**config.mk**
```make
export PLATFORM = sky130hd
export DESIGN_NAME = adc_ramp_cal_ctrl
export DESIGN_NICKNAME = d
export VERILOG_FILES = /design/src/rtl/adc_ramp_cal_ctrl_pkg.sv /design/src/rtl/adc_ramp_cal_ctrl.sv
export SDC_FILE = /design/constraint.sdc
export NUM_CORES = 1
export LEC_CHECK = 0
export CORE_ASPECT_RATIO = 0.5
export CORE_MARGIN = 3
export CORE_UTILIZATION = 40
export CTS_CLUSTER_DIAMETER = 60
export DETAILED_ROUTE_END_ITERATION = 10
export GPL_TIMING_DRIVEN = 0
export PLACE_DENSITY = 0.64
export SYNTH_ARGS = -nofsm -noshare
export SYNTH_HDL_FRONTEND = slang
export SYNTH_SLANG_ARGS = --single-unit
```
**constraint.sdc**
```tcl
create_clock -name clk -period 5.6 [get_ports clk]
set_input_delay 1.68 -clock clk [delete_from_list [all_inputs] [get_ports clk]]
set_output_delay 1.68 -clock clk [all_outputs]
set_load 0.01 [all_outputs]
```
**src/rtl/adc_ramp_cal_ctrl_pkg.sv**
```systemverilog
// Shared ADC-interface definitions: calibration FSM state encoding and the
// ramp-checker result latency.
package adc_ramp_cal_ctrl_pkg;

  typedef enum logic [2:0] {
    IDLE,
    LOAD,
    SETTLE,
    DETECT,
    WAIT_RES,
    EVAL,
    FINAL,
    DONE
  } cal_state_e;

  // Cycles from detect_out falling until the checker verdict is valid.
  localparam int unsigned WAIT_RES_CYCLES = 3;

endpackage

```
**src/rtl/adc_ramp_cal_ctrl.sv**
```systemverilog
// Input-delay tap sweep: drives a detection window per tap, collects the
// ramp-checker verdict and centres the tap in the longest passing run.
module adc_ramp_cal_ctrl
  import adc_ramp_cal_ctrl_pkg::*;
#(
  parameter int unsigned TAP_WIDTH     = 5,
  parameter int unsigned DETECT_CYCLES = 1024,
  parameter int unsigned SETTLE_CYCLES = 64
) (
  input  logic                 clk,
  input  logic                 rst_n,
  input  logic                 cal_start,
  input  logic                 adc_is_ramp,
  output logic                 detect_out,
  output logic [TAP_WIDTH-1:0] tap_value,
  output logic                 tap_load,
  output logic                 cal_busy,
  output logic                 cal_done,
  output logic                 cal_ok
);

  localparam int unsigned MAX_CYCLES = (DETECT_CYCLES > SETTLE_CYCLES) ? DETECT_CYCLES
                                                                      : SETTLE_CYCLES;
  localparam int unsigned CNT_W = $clog2(MAX_CYCLES + 1);
  localparam int unsigned LEN_W = TAP_WIDTH + 1;

  localparam logic [TAP_WIDTH-1:0] LAST_TAP    = '1;
  localparam logic [CNT_W-1:0]     SETTLE_LAST = CNT_W'(SETTLE_CYCLES - 1);
  localparam logic [CNT_W-1:0]     DETECT_LAST = CNT_W'(DETECT_CYCLES - 1);
  localparam logic [CNT_W-1:0]     WAIT_LAST   = CNT_W'(WAIT_RES_CYCLES - 1);

  cal_state_e           state, state_d;
  logic [CNT_W-1:0]     cnt, cnt_d;
  logic [TAP_WIDTH-1:0] tap_d;
  logic [TAP_WIDTH-1:0] cur_start, cur_start_d, best_start, best_start_d;
  logic [LEN_W-1:0]     cur_len, cur_len_d, best_len, best_len_d;
  logic                 detect_d, tap_load_d, busy_d, done_d, ok_d;
  logic [TAP_WIDTH-1:0] run_start;
  logic [LEN_W-1:0]     run_len;

  // Next-state, tracker and registered-output logic.
  always_comb begin
    state_d      = state;
    cnt_d        = cnt;
    tap_d        = tap_value;
    cur_start_d  = cur_start;
    cur_len_d    = cur_len;
    best_start_d = best_start;
    best_len_d   = best_len;
    ok_d         = cal_ok;
    run_len      = adc_is_ramp ? cur_len + LEN_W'(1) : cur_len;
    run_start    = (adc_is_ramp && cur_len == '0) ? tap_value : cur_start;

    case (state)
      IDLE: begin
        if (cal_start) begin
          state_d      = LOAD;
          cnt_d        = '0;
          tap_d        = '0;
          cur_start_d  = '0;
          cur_len_d    = '0;
          best_start_d = '0;
          best_len_d   = '0;
          ok_d         = 1'b0;
        end
      end
      LOAD: begin
        state_d = SETTLE;
        cnt_d   = '0;
      end
      SETTLE: begin
        if (cnt == SETTLE_LAST) begin
          state_d = DETECT;
          cnt_d   = '0;
        end else begin
          cnt_d = cnt + CNT_W'(1);
        end
      end
      DETECT: begin
        if (cnt == DETECT_LAST) begin
          state_d = WAIT_RES;
          cnt_d   = '0;
        end else begin
          cnt_d = cnt + CNT_W'(1);
        end
      end
      WAIT_RES: begin
        if (cnt == WAIT_LAST) begin
          state_d = EVAL;
          cnt_d   = '0;
        end else begin
          cnt_d = cnt + CNT_W'(1);
        end
      end
      EVAL: begin
        cur_start_d = run_start;
        // A fail or the last tap closes the run; the first of equal runs is kept.
        if (!adc_is_ramp || tap_value == LAST_TAP) begin
          if (run_len > best_len) begin
            best_start_d = run_start;
            best_len_d   = run_len;
          end
          cur_len_d = '0;
        end else begin
          cur_len_d = run_len;
        end
        // Final tap is resolved here so it is already on tap_value during FINAL's strobe.
        if (tap_value == LAST_TAP) begin
          state_d = FINAL;
          if (best_len_d != '0) begin
            tap_d = best_start_d + TAP_WIDTH'((best_len_d - LEN_W'(1)) >> 1);
            ok_d  = 1'b1;
          end else begin
            tap_d = '0;
            ok_d  = 1'b0;
          end
        end else begin
          state_d = LOAD;
          tap_d   = tap_value + TAP_WIDTH'(1);
        end
      end
      FINAL:   state_d = DONE;
      DONE:    state_d = IDLE;
      default: state_d = IDLE;
    endcase

    detect_d   = (state_d == DETECT);
    tap_load_d = (state_d == LOAD) || (state_d == FINAL);
    busy_d     = (state_d != IDLE) && (state_d != DONE);
    done_d     = (state_d == DONE);
  end

  always_ff @(posedge clk or negedge rst_n) begin
    if (!rst_n) begin
      state      <= IDLE;
      cnt        <= '0;
      tap_value  <= '0;
      cur_start  <= '0;
      cur_len    <= '0;
      best_start <= '0;
      best_len   <= '0;
      detect_out <= 1'b0;
      tap_load   <= 1'b0;
      cal_busy   <= 1'b0;
      cal_done   <= 1'b0;
      cal_ok     <= 1'b0;
    end else begin
      state      <= state_d;
      cnt        <= cnt_d;
      tap_value  <= tap_d;
      cur_start  <= cur_start_d;
      cur_len    <= cur_len_d;
      best_start <= best_start_d;
      best_len   <= best_len_d;
      detect_out <= detect_d;
      tap_load   <= tap_load_d;
      cal_busy   <= busy_d;
      cal_done   <= done_d;
      cal_ok     <= ok_d;
    end
  end

endmodule

```
# Yosys cells after proc, flatten, opt, wreduce, memory -nomap -nowiden
# Index checks and enable logic that the tools add are counted.
[word_totals]
word_cells = 83
reg_bits = 46
output_inout_bits = 10
input_bits = 4
[classes]
n_mux = 33
reduce_logical = 14
eq_ne = 18
magnitude_cmp = 1
n_addsub = 5
[op_table]
columns = ["op", "count"]
rows = [
  ["one-hot mux 11 bit (5 select lines)", 1],
  ["two-way mux 11 bit", 4],
  ["two-way mux 6 bit", 6],
  ["two-way mux 5 bit", 7],
  ["one-hot mux 5 bit (2 select lines)", 3],
  ["one-hot mux 3 bit (8 select lines)", 1],
  ["one-hot mux 6 bit (2 select lines)", 2],
  ["== test 3 bit, second input constant", 6],
  ["two-way mux 3 bit", 5],
  ["adder 11 x 1 -> 11 bit, second input constant", 1],
  ["== test 11 x 10 -> 1 bit, second input constant", 1],
  ["== test 11 x 2 -> 1 bit, second input constant", 1],
  ["== test 11 x 6 -> 1 bit, second input constant", 1],
  ["== test 3 x 2 -> 1 bit, second input constant", 3],
  ["adder 6 x 1 -> 6 bit, second input constant", 1],
  ["== test 3 x 1 -> 1 bit, second input constant", 2],
  ["> comparator 6 bit", 1],
  ["logical NOT 6 bit", 1],
  ["nonzero test 6 bit", 1],
  ["subtractor 6 x 1 -> 6 bit, second input constant", 1],
  ["adder 5 x 1 -> 5 bit, second input constant", 1],
  ["adder 5 bit", 1],
  ["== test 5 bit, second input constant", 1],
  ["nonzero test 5 bit", 1],
  ["12 further kinds", 18],
]

# Logic depth before layout (Yosys ltp)
# Gate-level depths: netlist of run 1.
[depth]
word_depth = 11
mapped_depth = 20
mapped_depth_nobuf = 17

# Worst setup path after synthesis of run 1
# OpenSTA, ideal clock, no wires.
[synth_path]
path_kind = "input -> register"
start = "in adc_is_ramp"
end = "reg tap_value[4]"
setup_ns = 0.126
n_path_buf = 3
setup_slack_ns = 0.310
required_time_ns = 5.474
t_arrival_ns = 5.163
path_stages = 18
path_cell_list = "clkbuf_1 > nand4_1 > xor2_1 > inv_1 > ha_1 > nand4_1 > o21bai_1 > a31oi_1 > buf_2 > clkbuf_1 > o21ai_0 > ha_1 > fa_1 > a21o_1 > a21oi_1 > xnor2_1 > mux2i_1 > o21ai_1"
[synth_via]
elab_chain_cells = 10
word_cells_on_any_way = 18
cone_classes = "2 x add/sub; 1 x order compare; 11 x mux; 4 x reduce/logical"
[synth_lines]
columns = ["element", "line", "text"]
rows = [
  ["start, declared", "adc_ramp_cal_ctrl.sv:13", "input logic adc_is_ramp,"],
  ["two-way mux 6 bit", "adc_ramp_cal_ctrl.sv:51", "run_len = adc_is_ramp ? cur_len + LEN_W'(1) : cur_len;"],
  ["> comparator 6 bit", "adc_ramp_cal_ctrl.sv:99", "if (run_len > best_len) begin"],
  ["two-way mux 6 bit", "adc_ramp_cal_ctrl.sv:99", ""],
  ["two-way mux 6 bit", "adc_ramp_cal_ctrl.sv:98", "if (!adc_is_ramp || tap_value == LAST_TAP) begin"],
  ["two-way mux 6 bit", "adc_ramp_cal_ctrl.sv:54", "case (state)"],
  ["subtractor 6 x 1 -> 6 bit", "adc_ramp_cal_ctrl.sv:111", "tap_d = best_start_d + TAP_WIDTH'((best_len_d - LEN_W'(1)) >> 1);"],
  ["adder 5 bit", "adc_ramp_cal_ctrl.sv:111", ""],
  ["two-way mux 5 bit (*)", "adc_ramp_cal_ctrl.sv:110", "if (best_len_d != '0) begin"],
  ["two-way mux 5 bit (*)", "adc_ramp_cal_ctrl.sv:108", "if (tap_value == LAST_TAP) begin"],
  ["one-hot mux 5 bit (2 select lines) (*)", "adc_ramp_cal_ctrl.sv:54", ""],
  ["end signal, assigned", "adc_ramp_cal_ctrl.sv:150", "tap_value <= tap_d;"],
  ["end, declared", "adc_ramp_cal_ctrl.sv:15", "output logic [TAP_WIDTH-1:0] tap_value,"],
]
# Mark *: on every way between the ends. The rest lies on a longest branch, timed or not. The select of a mux whose other input is x is not followed.
# A chain may end at the register's enable or synchronous reset.

# Worst setup path after layout of run 1
# Ends and elaborated chain as after synthesis.

==> results of run 1 <==
==> synth_stat cells (2+ instances only) <==
library cell / instances / share of area
and3_1: 4 / 0.0085
nand3_1: 12 / 0.020
clkbuf_1: 7 / 0.0089
nor4_1: 2 / 0.0042
or2_2: 3 / 0.0063
inv_1: 17 / 0.022
nor3_1: 3 / 0.0051
xnor2_1: 8 / 0.024
nand2_1: 28 / 0.036
o21ai_0: 22 / 0.037
buf_6: 2 / 0.0076
a21oi_1: 13 / 0.022
o21ai_1: 5 / 0.0085
dfrtp_1: 46 / 0.39
nand2b_1: 6 / 0.013
nand4_1: 6 / 0.013
o31ai_1: 3 / 0.0076
ha_1: 16 / 0.068
a31oi_1: 5 / 0.011
or3_1: 2 / 0.0042
nor2_1: 24 / 0.030
a21o_1: 5 / 0.013
o22ai_1: 3 / 0.0063
xor2_1: 8 / 0.024
a22o_1: 15 / 0.044
and2_1: 4 / 0.0085
mux2i_1: 8 / 0.027
nor2b_1: 5 / 0.011
==> layer usage <==
metal  GRT usage  vias up
met5           0        -
met4      0.0397        0
met3      0.0368        2
met2       0.285       32
met1       0.211     1173
li1            -     1183
==> kinds of logic after synthesis <==
family | share of synthesized area
muxes | 0.0398
DFF | 0.389
xor gates and xnor gates | 0.0474
adders and majority gates | 0.0744
and+or+nand+nor | 0.190
buffers and inverters | 0.0448
AOI/OAI and AO/OA | 0.214
==> worst register-to-register path, stage by stage, from the launching register on <==
cell      delay (ns)
dfrtp_1         0.36
clkbuf_1        0.28
inv_1           0.09
ha_1            0.32
nand2_1         0.08
o21ai_0         0.17
ha_1            0.34
nor2b_1         0.14
o21bai_1        0.08
a31oi_2         0.24
buf_6           0.19
clkbuf_4        0.21
o21ai_0         0.17
ha_1            0.26
fa_1            0.41
a21o_1          0.20
a21oi_1         0.21
xnor2_1         0.17
mux2i_1         0.21
o21ai_1         0.08
==> cell type report <==
| type | count | area share |
|---|---|---|
| multi-input combinational | 240 | 0.497 |
| sequential | 46 | 0.338 |
| timing repair buffer | 15 | 0.0433 |
| clock buffer | 7 | 0.0418 |
| tap | 92 | 0.0338 |
| buffer | 12 | 0.0250 |
| inverter | 18 | 0.0198 |
| clock inverter | 1 | 0.00147 |
==> through the flow <==
stage	setup slack, ns	TNS, ns	cell area (µm²)
6_report	0.386	0	3410
3_5_place_dp	-1.04	-2.83	3220
3_3_place_gp	-0.878	-2.12	3200
5_1_grt	0.158	0	3410
2_1_floorplan	0.310	0	2960
4_1_cts	0.185	0	3410
==> cell usage in the layout (no fill, tap or decap), types with 5 or more instances in the layout <==
cell type,count
a21o_1,5
a21oi_1,13
a22o_1,15
clkbuf_1,6
clkbuf_16,5
clkdlybuf4s50_1,11
dfrtp_1,46
ha_1,16
inv_1,17
mux2i_1,8
nand2_1,28
nand2b_1,6
nand3_1,12
nand4_1,6
nor2_1,24
nor2b_1,5
o21ai_0,22
o21ai_1,5
xnor2_1,8
xor2_1,6
==> power by group <==
| part | internal [µW] | switching [µW] |
|---|---|---|
| Sequential | 356 | 25.1 |
| Combinational | 101 | 140 |
| Clock | 177 | 121 |
| Total | 634 | 286 |
==> worst paths after layout <==
check / from / to / cells past startpoint
max: adc_is_ramp / tap_value[4] / 19
min: best_len[4] / best_len[4] / 1
max reg2reg: cur_len[0] / tap_value[4] / 19
min reg2reg: best_len[4] / best_len[4] / 1
max in group asynchronous: rst_n / tap_value[0] / 2
min in group asynchronous: rst_n / detect_out / 1
==> timing repair <==
item                                    in CTS  in global routing
setup buffers                                1                  0
pin swaps                                    1                  0
hold endpoints to repair                     0                  0
endpoints found under the setup margin       4                  1
gates resized for setup                     11                  2
==> state kept, by name, summed over array words and instances (netlist names), 3 cells and up <==
name        count
cnt            11
best_len        6
cur_len         6
best_start      5
cur_start       5
tap_value       5
state           3
==> impl_results.md, run 1 <==
- Status: finished clean
- Final Hold Violating Endpoints: 0
- CTS root buf: clkbuf_16
- Final worst-path cycle share: 0.931
- Final slew viol count: 0
- Layout overhead on the synthesized area: 15.3%
- CTS tree: yes
- Hold_buf cts: 0
- Final cell utilization of the core: 0.493
- Area of the core: 6910 µm²
- Largest net degree at the start of global routing: 26
- Avg Inst Size Synth: about 9.4 µm²
- Total GRT Usage: 0.164
- Kind of critical path: primary input to flop
- Crit-path cells: clkbuf_2 > clkbuf_8 > nand4_1 > xor2_2 > inv_1 > ha_1 > nand4_1 > o21bai_1 > a31oi_2 > buf_6 > clkbuf_4 > o21ai_0 > ha_1 > fa_1 > a21o_1 > a21oi_1 > xnor2_1 > mux2i_1 > o21ai_1
- H-tree depth: 2
- Async set-or-reset flop fraction in the synthesized netlist: 1.00
- Met3 wire length: 188 µm
- Post-Syn Area: 2960 µm²
- Max cap viols: 0
- Diode count: 0
- Synth warnings: 0
- Final clock skew: roughly 0.0049 ns
- Pre-Repair DR Iteration Count: 4
- Die H: about 67 µm
- Final #Nets: roughly 360
- DP HPWL: approximately 4800 µm
- Setup violations, final: 0
- Clk slew on worst S/H paths: 0.06 ns
- R2R Setup Slk: around 1.3 ns
- Min Tclk post-route: 5.21 ns
- Tot Pwr: approximately 920 µW
- Vias in the first global route: ~2400
- WP data required: 5.76 ns
- Die Area: 8520 µm²
- Top FF cell, synth: dfrtp_1
- Grt total ovfl: 0
- Area of the multi-input gates: 1700 µm²
- M1 wire length: between 3000 and 4000 µm
- First-pass GRT wire length: 11300 µm
- Post-synthesis sequential area ratio: 0.389
- FP Rows: 21
- Via density: 5.55
- Met2 Wirelength: around 3100 µm
- Syn Nets: around 340
- CP Buf/Inv Count: 5
- Non-filler cells, final: roughly 430
- TritonCTS Buffers: 5
- Detailed-route wire length: 6430 µm
- Initial Util: 0.428
- Clock Sinks: 46
- Static leakage: roughly 0.0015 µW
- CTS Buffer Depth: 2
- Starting DRT DRC Count: around 180
- # fillers: 630
- Critical path endpoint category: flop
- CP arrival: around 5.4 ns
- Die span in x: roughly 130 µm
- Routed via count: ~2400
- Clock latency at the later pin of the worst-skew pair: 0.28 ns
- Gpl congestion: ~0.90
- Crit-path max cell delay: roughly 0.4 ns
- WL per Instance: ~15 µm
- IO Pins: 14
- Initial antenna violation count: 0
- Slew @ Worst Pin: ~0.7 ns
- Antenna Nets Post-Route: 0
- Top Metal Used: met4
- Post-synth EDFFs: 0
- Slew HR: 0.535
- Crit path max-delay family: compound AO/OA/AOI/OAI gates
- PortBufs: 13
- DRC Markers: 0
- Pwr/cell area: between 200 and 300 nW/µm²
- Critical Path Start Type: primary input
- Hold Slack: about 0.51 ns
- Fmax: roughly 190 MHz
- #FFs+latches synth: between 40 and 50
- Area of all sequential standard cells: roughly 1200 µm²
- Slowest-stage cell, CP: fa_1
- Worst Hold Class: flop to flop
- Crit Path Max Fanout: 10
- Synth unique cells: just over 60
- Placed Cells: about 420
- Layout cells sized above 1: 0.100
- Post-Synthesis Cells: ~320
- RSZ-0062 raised after global routing: false
- Peak supply drop: 111 µV
Note: power is estimated with default switching activity, not from simulation.
==> inputs of run 2 (changes only) <==
--- a/config.mk
+++ b/config.mk
@@ -5,6 +5,7 @@
 export SDC_FILE = /design/constraint.sdc
 export NUM_CORES = 1
 export LEC_CHECK = 0
+export ABC_CLOCK_PERIOD_IN_PS = 5600
 export CORE_ASPECT_RATIO = 0.5
 export CORE_MARGIN = 3
 export CORE_UTILIZATION = 40
==> results of run 2 <==
Same layout as run 1: the final DEF is identical, and so are final timing and power.
==> inputs of run 3 (changes only) <==
--- a/config.mk
+++ b/config.mk
@@ -13,6 +13,7 @@
 export DETAILED_ROUTE_END_ITERATION = 10
 export GPL_TIMING_DRIVEN = 0
 export PLACE_DENSITY = 0.64
+export REMOVE_ABC_BUFFERS = 1
 export SYNTH_ARGS = -nofsm -noshare
 export SYNTH_HDL_FRONTEND = slang
 export SYNTH_SLANG_ARGS = --single-unit
==> run 3 against run 2 <==
Against the previous run:
- sequential power up 3%
- design area down 1.9%
- clock skew up 0.0023 ns
- via count down 2.1%
- hold slack about the same
- first-iteration DRC count up 9.7%
- die area unchanged
- global-route usage down 0.40 points
- register-to-register slack better by 0.18 ns
- largest power group unchanged
==> impl_results.md, run 3 (same netlist as run 1, synthesis figures left out) <==
- Status: finished clean (unchanged)
- FP Rows: 21 (unchanged)
- Hold_buf cts: 0 (unchanged)
- Worst Hold Class: flop to flop (unchanged)
- Slew @ Worst Pin: 0.803 ns (was 0.691 ns)
- Via density: 5.59 (was 5.55)
- Int Pwr: 652 µW (was 634 µW)
- Max cap viols: 0 (unchanged)
- Critical Path Start Type: primary input (unchanged)
- Gate power share: 0.219 (was 0.263)
- CTS tree: yes (unchanged)
- Grt total ovfl: 0 (unchanged)
- Crit Path Max Fanout: 16 (was 10)
- Final Hold Violating Endpoints: 0 (unchanged)
- CP arrival: 5.19 ns (was 5.37 ns)
- Layout cells sized above 1: 0.0826 (was 0.100)
- Non-filler cells, final: 419 (was 431)
- IO Pins: 14 (unchanged)
- Die H: 66.8 µm (unchanged)
- First-pass GRT wire length: 11000 µm (was 11300 µm)
- Biggest registers after layout: cnt x11, best_len x6, cur_len x6 (unchanged)
- DP HPWL: 4620 µm (was 4810 µm)
- Layout overhead on the synthesized area: 13.0% (was 15.3%)
- Clock Power Share: 0.359 (was 0.323)
- Total GRT Usage: 0.160 (was 0.164)
- Initial antenna violation count: 0 (unchanged)
- Static leakage: 0.00149 µW (was 0.00152 µW)
- Kind of critical path: primary input to flop (unchanged)
- Placed Cells: 411 (was 422)
- Diode count: 0 (unchanged)
- RSZ-0062 raised after global routing: false (unchanged)
- Vias in the first global route: 2288 (was 2412)
- Antenna Nets Post-Route: 0 (unchanged)
- Commonest non-fill, non-tap cell in the layout: dfrtp_1 (unchanged)
- Die Area: 8520 µm² (unchanged)
- Area of the core: 6910 µm² (unchanged)
- WP data required: 5.76 ns (about the same)
- Detailed-route wire length: 6350 µm (was 6430 µm)
- CTS root buf: clkbuf_16 (unchanged)
- Tot Pwr: 932 µW (was 920 µW)
- Slew HR: 0.464 (was 0.535)
- Place WS: -0.397 ns (was -1.04 ns)
- DRC Markers: 0 (unchanged)
- Min Tclk post-route: 5.03 ns (was 5.21 ns)
- Peak supply drop: 113 µV (was 111 µV)
- Sw Pwr: 280 µW (was 286 µW)
- Hold Slack: 0.507 ns (about the same)
- Routed via count: 2341 (was 2390)
- Clock Sinks: 46 (unchanged)
- Critical path endpoint category: flop (unchanged)
- Fmax: 199 MHz (was 192 MHz)
- Final cell utilization of the core: 0.484 (was 0.493)
- CTS Buffer Depth: 2 (unchanged)
- Largest register FFs: 11 (unchanged)
- H-tree depth: 2 (unchanged)
- Commonest cells after routing, fill and taps aside: dfrtp_1, nand2_1, nor2_1 (unchanged)
- Postcts setup bufs: 0 (was 1)
- Pwr/cell area: 279 nW/µm² (was 270 nW/µm²)
- Reg with most FFs: cnt (unchanged)
- Pre-Repair DR Iteration Count: 4 (unchanged)
- TritonCTS Buffers: 5 (unchanged)
- Final clock skew: 0.00726 ns (was 0.00494 ns)
- Switching part of the total: 0.301 (was 0.311)
- Die span in x: 128 µm (unchanged)
- Starting DRT DRC Count: 193 (was 176)
- Final setup margin: 0.568 ns (was 0.386 ns)
- PortBufs: 13 (unchanged)
- Clk slew on worst S/H paths: 0.06 ns (about the same)
- Gpl congestion: 0.897 (was 0.904)
- Sequential group share of total power: 0.421 (was 0.414)
- Final worst-path cycle share: 0.899 (was 0.931)
- Final slew viol count: 0 (unchanged)
- Initial Util: 0.428 (unchanged)
- Clock latency at the later pin of the worst-skew pair: 0.29 ns (was 0.28 ns)
- Final #Nets: 347 (was 359)
- Largest net degree at the start of global routing: 37 (was 26)
- Setup violations, final: 0 (unchanged)
- WL per Instance: 15.1 µm (was 14.9 µm)
[run 3: cell count changes in the layout (fill, tap and decap cells not counted), sizes merged]
cell    before  now
buf          8    3
clkbuf      15    6
bufinv       0    1
clkinv       1    2
[run 3: through the flow]
step,area [µm²],TNS (ns)
after floorplan,2890,0
after global placement,3140,-5.78
after detailed placement,3170,-0.398
after CTS,3340,0
after global routing,3340,0
final,3340,0
[run 3: worst paths after layout]
check / from / end / slack [ns] / cells past startpoint
setup / recovery: adc_is_ramp / tap_value[4] / 0.57 / 17
hold / removal: best_len[4] / best_len[4] / 0.51 / 1
setup reg to reg: cur_len[0] / tap_value[4] / 1.45 / 17
hold reg to reg: best_len[4] / best_len[4] / 0.51 / 1
max in group asynchronous: rst_n / cal_ok / 3.86 / 2
min in group asynchronous: rst_n / cnt[4] / 1.26 / 1
[run 3: power by group through the flow]
| stage | Combinational (µW) | Clock, µW | Sequential [µW] |
|---|---|---|---|
| 2_1_floorplan | 143 | 0 | 393 |
| 3_5_place_dp | 205 | 0 | 399 |
| 6_report | 205 | 335 | 393 |
| 5_1_grt | 232 | 357 | 398 |
| 3_3_place_gp | 199 | 0 | 396 |
| 4_1_cts | 206 | 341 | 392 |
[run 3: critical path, stage by stage]
cell      delay, ns
clkbuf_2       0.25
nand4_1        0.14
xor2_1         0.28
inv_1          0.12
ha_1           0.31
nand4_1        0.11
o21bai_1       0.21
a31oi_4        0.30
buf_8          0.20
o21ai_0        0.14
ha_1           0.24
fa_1           0.41
a21o_1         0.20
a21oi_1        0.17
xnor2_1        0.15
mux2i_1        0.22
o21ai_1        0.07
[run 3: layout make-up]
type | count | area, µm²
clock buffer | 5 | 125
clock inverter | 3 | 40.0
fill | 641 | 3570
inverter | 18 | 67.6
multi-input combinational | 240 | 1690
sequential | 46 | 1150
tap | 92 | 115
timing repair buffer | 15 | 155
[run 3: repair_timing]
action                                  in CTS  in global routing
pin swaps                                    0                  0
gates resized for setup                      1                  3
gates cloned                                 0                  0
endpoints found under the setup margin       1                  1
[run 3: routing by layer]
metal  share of wire  wire length [µm]  global-route usage
met1            0.48              3050               0.212
met2            0.47              3000               0.266
met5               0                 0                   0
met4           0.018               114              0.0582
met3           0.029               181              0.0296
